## src/rtl/kf_dma_priority_arbiter.sv

```systemverilog
// DMA channel arbiter: mask/request/command registers, fixed or rotating priority,
// and a one-hot grant handed to the timing FSM over valid/ready, held until EOP.
module kf_dma_priority_arbiter #(
    parameter int CHANNELS = 4,
    parameter int CH_BITS  = 2
) (
    input  logic                clock,
    input  logic                reset,
    input  logic [7:0]          internal_data_bus,
    input  logic                write_command_register,
    input  logic                write_request_register,
    input  logic                set_or_reset_mask_register,
    input  logic                write_mask_register,
    input  logic                master_clear,
    input  logic                clear_mask_register,
    input  logic [CHANNELS-1:0] dma_request,
    input  logic [CHANNELS-1:0] dma_acknowledge_internal,
    input  logic                end_of_process,
    input  logic                grant_ready,
    output logic                grant_valid,
    output logic [CHANNELS-1:0] encoded_dma,
    output logic [CH_BITS-1:0]  granted_channel,
    output logic [CHANNELS-1:0] request_status,
    output logic [CHANNELS-1:0] mask_status
);

    typedef enum logic [1:0] {IDLE = 2'd0, GRANT = 2'd1, SERVICE = 2'd2} state_t;

    state_t              state, state_nxt;
    logic [CHANNELS-1:0] mask_q, mask_nxt, req_q, req_nxt, req_clr;
    logic [CHANNELS-1:0] dreq_p1, hw_req, eff_req, sel_onehot, grant_onehot;
    logic                cmd_disable, cmd_rotate, cmd_active_low;
    logic [CH_BITS-1:0]  last_serviced, grant_ch, sel_ch, start_ch, winner;
    logic                sel_set, winner_found, grant_load, service_done;
    logic                unused_data;

    function automatic logic is_onehot(input logic [CHANNELS-1:0] v);
        return (v != '0) && ((v & (v - CHANNELS'(1))) == '0);
    endfunction

    assign sel_ch       = internal_data_bus[CH_BITS-1:0];
    assign sel_set      = internal_data_bus[CH_BITS];
    assign sel_onehot   = CHANNELS'(1) << sel_ch;
    assign grant_onehot = CHANNELS'(1) << grant_ch;
    assign unused_data  = ^internal_data_bus;

    // stage p1: sampled DREQ, polarity correction, mask, software requests
    assign hw_req  = dreq_p1 ^ {CHANNELS{cmd_active_low}};
    assign eff_req = (hw_req & ~mask_q) | req_q;

    assign start_ch = !cmd_rotate ? '0 :
                      (last_serviced == CH_BITS'(CHANNELS - 1)) ? '0 :
                      last_serviced + CH_BITS'(1);

    // Scan upward from start_ch, wrapping at CHANNELS (not at 2**CH_BITS).
    always_comb begin : pick
        logic [CH_BITS-1:0] idx;
        winner       = '0;
        winner_found = 1'b0;
        idx          = '0;
        for (int k = 0; k < CHANNELS; k++) begin
            idx = CH_BITS'((int'(start_ch) + k) % CHANNELS);
            if (!winner_found && eff_req[idx]) begin
                winner       = idx;
                winner_found = 1'b1;
            end
        end
    end

    assign grant_load   = (state == IDLE) && (state_nxt == GRANT);
    assign service_done = (state == SERVICE) && end_of_process;

    // A software set is applied after the EOP clear so it wins on the same bit.
    always_comb begin : reg_next
        req_clr = '0;
        if (service_done)
            req_clr = grant_onehot;
        else if (end_of_process && is_onehot(dma_acknowledge_internal))
            req_clr = dma_acknowledge_internal;
        req_nxt = req_q & ~req_clr;
        if (write_request_register)
            req_nxt = sel_set ? (req_nxt | sel_onehot) : (req_nxt & ~sel_onehot);

        mask_nxt = mask_q;
        if (set_or_reset_mask_register)
            mask_nxt = sel_set ? (mask_nxt | sel_onehot) : (mask_nxt & ~sel_onehot);
        if (write_mask_register)
            mask_nxt = internal_data_bus[CHANNELS-1:0];
        if (clear_mask_register)
            mask_nxt = '0;
    end

    always_ff @(posedge clock or posedge reset) begin
        if (reset) begin
            mask_q         <= '1;
            req_q          <= '0;
            cmd_disable    <= 1'b0;
            cmd_rotate     <= 1'b0;
            cmd_active_low <= 1'b0;
            last_serviced  <= CH_BITS'(CHANNELS - 1);
            grant_ch       <= '0;
            dreq_p1        <= '0;
        end else begin
            dreq_p1 <= dma_request;
            if (master_clear) begin
                mask_q         <= '1;
                req_q          <= '0;
                cmd_disable    <= 1'b0;
                cmd_rotate     <= 1'b0;
                cmd_active_low <= 1'b0;
                last_serviced  <= CH_BITS'(CHANNELS - 1);
                grant_ch       <= '0;
            end else begin
                mask_q <= mask_nxt;
                req_q  <= req_nxt;
                if (write_command_register) begin
                    cmd_disable    <= internal_data_bus[2];
                    cmd_rotate     <= internal_data_bus[4];
                    cmd_active_low <= internal_data_bus[6];
                end
                if (grant_load)
                    grant_ch <= winner;
                if (service_done)
                    last_serviced <= grant_ch;
            end
        end
    end

    always_ff @(posedge clock or posedge reset) begin
        if (reset)
            state <= IDLE;
        else
            state <= state_nxt;
    end

    // Acceptance takes precedence over withdrawal when both occur on one edge.
    always_comb begin
        state_nxt = state;
        case (state)
            IDLE:    if (winner_found && !cmd_disable) state_nxt = GRANT;
            GRANT: begin
                if (grant_ready)
                    state_nxt = SERVICE;
                else if (!eff_req[grant_ch] || cmd_disable)
                    state_nxt = IDLE;
            end
            SERVICE: if (end_of_process) state_nxt = IDLE;
            default: state_nxt = IDLE;
        endcase
        if (master_clear)
            state_nxt = IDLE;
    end

    always_comb begin
        grant_valid     = (state == GRANT);
        encoded_dma     = (state != IDLE) ? grant_onehot : '0;
        granted_channel = (state != IDLE) ? grant_ch : '0;
        request_status  = req_q;
        mask_status     = mask_q;
    end

endmodule

```

## config.mk

```make
export PLATFORM = sky130hd
export DESIGN_NAME = kf_dma_priority_arbiter
export DESIGN_NICKNAME = d
export VERILOG_FILES = /design/src/rtl/kf_dma_priority_arbiter.sv
export SDC_FILE = /design/constraint.sdc
export NUM_CORES = 1
export LEC_CHECK = 0
export BUFFER_PORTS_ARGS = -buffer_cell sky130_fd_sc_hd__buf_4
export CELL_PAD_IN_SITES_DETAIL_PLACEMENT = 2
export CELL_PAD_IN_SITES_GLOBAL_PLACEMENT = 2
export CORE_ASPECT_RATIO = 1.5
export CORE_MARGIN = 2
export CORE_UTILIZATION = 27
export DETAILED_ROUTE_END_ITERATION = 10
export PLACE_DENSITY_LB_ADDON = 0.1
export RECOVER_POWER = 25
export SLEW_MARGIN = 25
export SYNTH_ARGS = -nofsm -noshare
export SYNTH_HDL_FRONTEND = slang
export SYNTH_SLANG_ARGS = --single-unit
```

## constraint.sdc

```tcl
create_clock -name clock -period 1.8 [get_ports clock]
set_input_delay 0.09 -clock clock [delete_from_list [all_inputs] [get_ports clock]]
set_output_delay 0.09 -clock clock [all_outputs]
set_load 0.05 [all_outputs]
```

==> impl_metrics.toml <==
[run_status]
outcome = "complete, but fails checks"
violations = "negative setup slack"

[grt]
grt-ovfl-total = 0
grt_pass1_wl_mm = 9.38
first_global_vias = 1818
grt_max_degree = 21
grt_usage_pct = 20.7
antenna_found_initial = 0

[timing]
clock_skew_ns = 0.00698
hold_viol = 0
max-slew-margin-rel_pct = 51.5
finalMaxSlewViolations = 0
grt_setup_unrepaired = "true"
worst_slack_ns = -0.185
worst_slew_pin_slew_ns = 0.727
min_period_ns = 1.99
final-setup-viol-count = 3
period_share_pct = 110
fmax_ghz = 0.504

[die]
die_y_microns = 93.1
dieArea_sq_mm = 0.00591
rows = 32
ios = 41
core_sq_mm = 0.00512
start_util_pct = 27.9
die_w_microns = 63.4

[yosys]
ys_types = 49
synth_cells = 166
yosys_warnings = 0
synth-seq-cells = 21
synthArstFlopShare_pct = 100
synth_area_leaders = "dfrtp_1 (26%), dfstp_2 (11%), a21oi_1 (8.0%), nor2_1 (4.5%), mux2i_1 (4.2%)"
yosys_most_used_dff = "dfrtp_1"
syn_area_sq_mm = 0.00143
synth.avg_cell_area_sq_um = 8.62
ys_seq_area_share_pct = 37.3
synth.top_cell.area_share_pct = 26.2
yosys.area.top_type = "dfrtp_1"
syn_nets = 193
synth_edf_count = 0

[placed_design]
post-dp-hpwl_mm = 4.47
portBuffers = 38
place_area_sq_mm = 0.00196
gp_congestion = 0.874
detailedPlace.worstSlack_ns = -0.302

[pwr]
p_sw_share_pct = 37.5
switchingPower_mw = 0.548
leakagePower_nw = 0.937
ir_drop_v = 0.000247
pwr-share-seq_pct = 37.9
p_per_area_mw_per_mm2 = 666
internal_power_mw = 0.914
p_clk_share_pct = 21.8
p_comb_share_pct = 40.3

[worst_setup_path]
crit_required_ns = 1.99
critPathSlowestCell = "dfrtp_2"
crit_fanout = 5
crit_type = "reg -> reg"
critPathLaunchType = "flip-flop"
critPathTopFamily = "flip-flops"
critPathMaxStageDelay_ns = 0.50
path_cells = "xnor2_2 > o21a_1 > mux4_2 > or3b_1 > a211oi_2"
worstPathArrival_ns = 2.18
cp_num_buf_inv = 0
end_kind = "flip-flop"

[clock_network]
cts_tree = "yes"
root_buffer = "clkbuf_8"
clock_sinks = 21
clock_path_buffers = 2
worst_skew_pair.late_latency_ns = 0.27
h-tree-depth = 1
cts_buffers = 3
clk_pin_slew_ns = 0.08

[flow_run]
maxCapViolations = 0

[finish]
layout_common_cells = "buf_4 (54), a21oi_1 (19), nor2_1 (15)"
final_nets = 259
antenna_cells = 0
fin_util_pct = 42.8
drive_gt1_share_pct = 40.7
final_cell_area_sq_mm = 0.00220
final_common_cell = "buf_4"
area_growth_pct = 53.5

[routing]
drt_first_pass_iters = 4
final_antenna_net_count = 0
drc = 0
wl_per_cell_microns = 19.2
vias = 1562
avgViaCountPerCell = 5.22
drtIter0Drc = 35
drt_wl_total_mm = 5.75

[min_path]
hp-class = "in -> reg"
-- cells in the mapped netlist (3+ instances only) --
cell type / number
nand2_1: 12
dfrtp_1: 15
xor2_1: 3
nor2b_1: 3
o31ai_1: 3
nor2_1: 17
inv_1: 8
clkbuf_1: 4
a21oi_1: 23
mux2i_1: 6
dfstp_2: 6
nor3_1: 4
nand2b_1: 6
a211oi_1: 3
nand3b_1: 3
o21ai_0: 8
-- power groups by stage --
stage / Sequential, mW / Clock, mW / Combinational (mW)
3_3_place_gp: 0.557 / 0 / 0.520
5_1_grt: 0.560 / 0.345 / 0.634
2_1_floorplan: 0.594 / 0 / 0.274
3_5_place_dp: 0.560 / 0 / 0.541
4_1_cts: 0.557 / 0.332 / 0.577
6_report: 0.555 / 0.318 / 0.590
-- routing by layer --
layer	part of all wire (%)	vias up	track usage, %
met5	0	-	0
met4	3.4	0	9.42
met3	1.8	11	1.81
met2	59	28	41.2
met1	36	786	21.3
li1	-	737	-
-- logic make-up after synthesis --
group | after synthesis | synth area share [%]
buffers and inverters | 15 | 4.72
and+or+nand+nor | 58 | 20.9
AOI/OAI and AO/OA | 59 | 27.4
adders and majority gates | 1 | 0.875
muxes | 7 | 5.77
xor gates and xnor gates | 5 | 3.06
DFF | 21 | 37.3
-- sequential cells by signal, summed over array words and instances (netlist names) --
register and cells:
state 2, last_serviced 2, cmd_active_low 1, dreq_p1 4
cmd_rotate 1, cmd_disable 1, mask_status 4, grant_ch 2
request_status 4
-- cell type report --
class | instances | area [sq um]
Multi-Input combinational cell | 130 | 976
Sequential cell | 21 | 536
Clock buffer | 3 | 41.3
Tap cell | 68 | 85.1
Inverter | 8 | 30.0
Timing Repair Buffer | 68 | 523
Fill cell | 619 | 2930
Clock inverter | 1 | 5.00
-- repair_timing --
action,in CTS,in global routing
pin swaps,8,2
endpoints found under the setup margin,3,4
endpoints found under the hold margin,19,0
resized for setup,21,7
hold buffers,5,0
buffers inserted,1,0
-- final timing paths --
kind | endpoint | cells after the start | slack [ns] | startpoint
max | state[0]$_DFF_PP0_ | 5 | -0.19 | cmd_active_low$_DFFE_PP0P_
min | mask_status[2]$_DFFE_PP1P_ | 2 | 0.01 | clear_mask_register
max reg2reg | state[0]$_DFF_PP0_ | 5 | -0.19 | cmd_active_low$_DFFE_PP0P_
min reg2reg | state[0]$_DFF_PP0_ | 1 | 0.55 | cmd_disable$_DFFE_PP0P_
max in group asynchronous | mask_status[0]$_DFFE_PP1P_ | 4 | 0.68 | reset
min in group asynchronous | request_status[3]$_DFF_PP0_ | 3 | 0.51 | reset
-- metrics by stage --
stage	power, mW	hold slack [ns]	instances	TNS (ns)
after floorplan	0.868	0.0620	166	-0.311
after global placement	1.08	0.200	289	-0.738
after detailed placement	1.10	0.202	289	-0.844
after CTS	1.47	0.000471	299	-0.445
after global routing	1.54	0.00737	299	-0.727
final	1.46	0.0134	299	-0.455
Note: power is estimated with default switching activity, not from simulation.
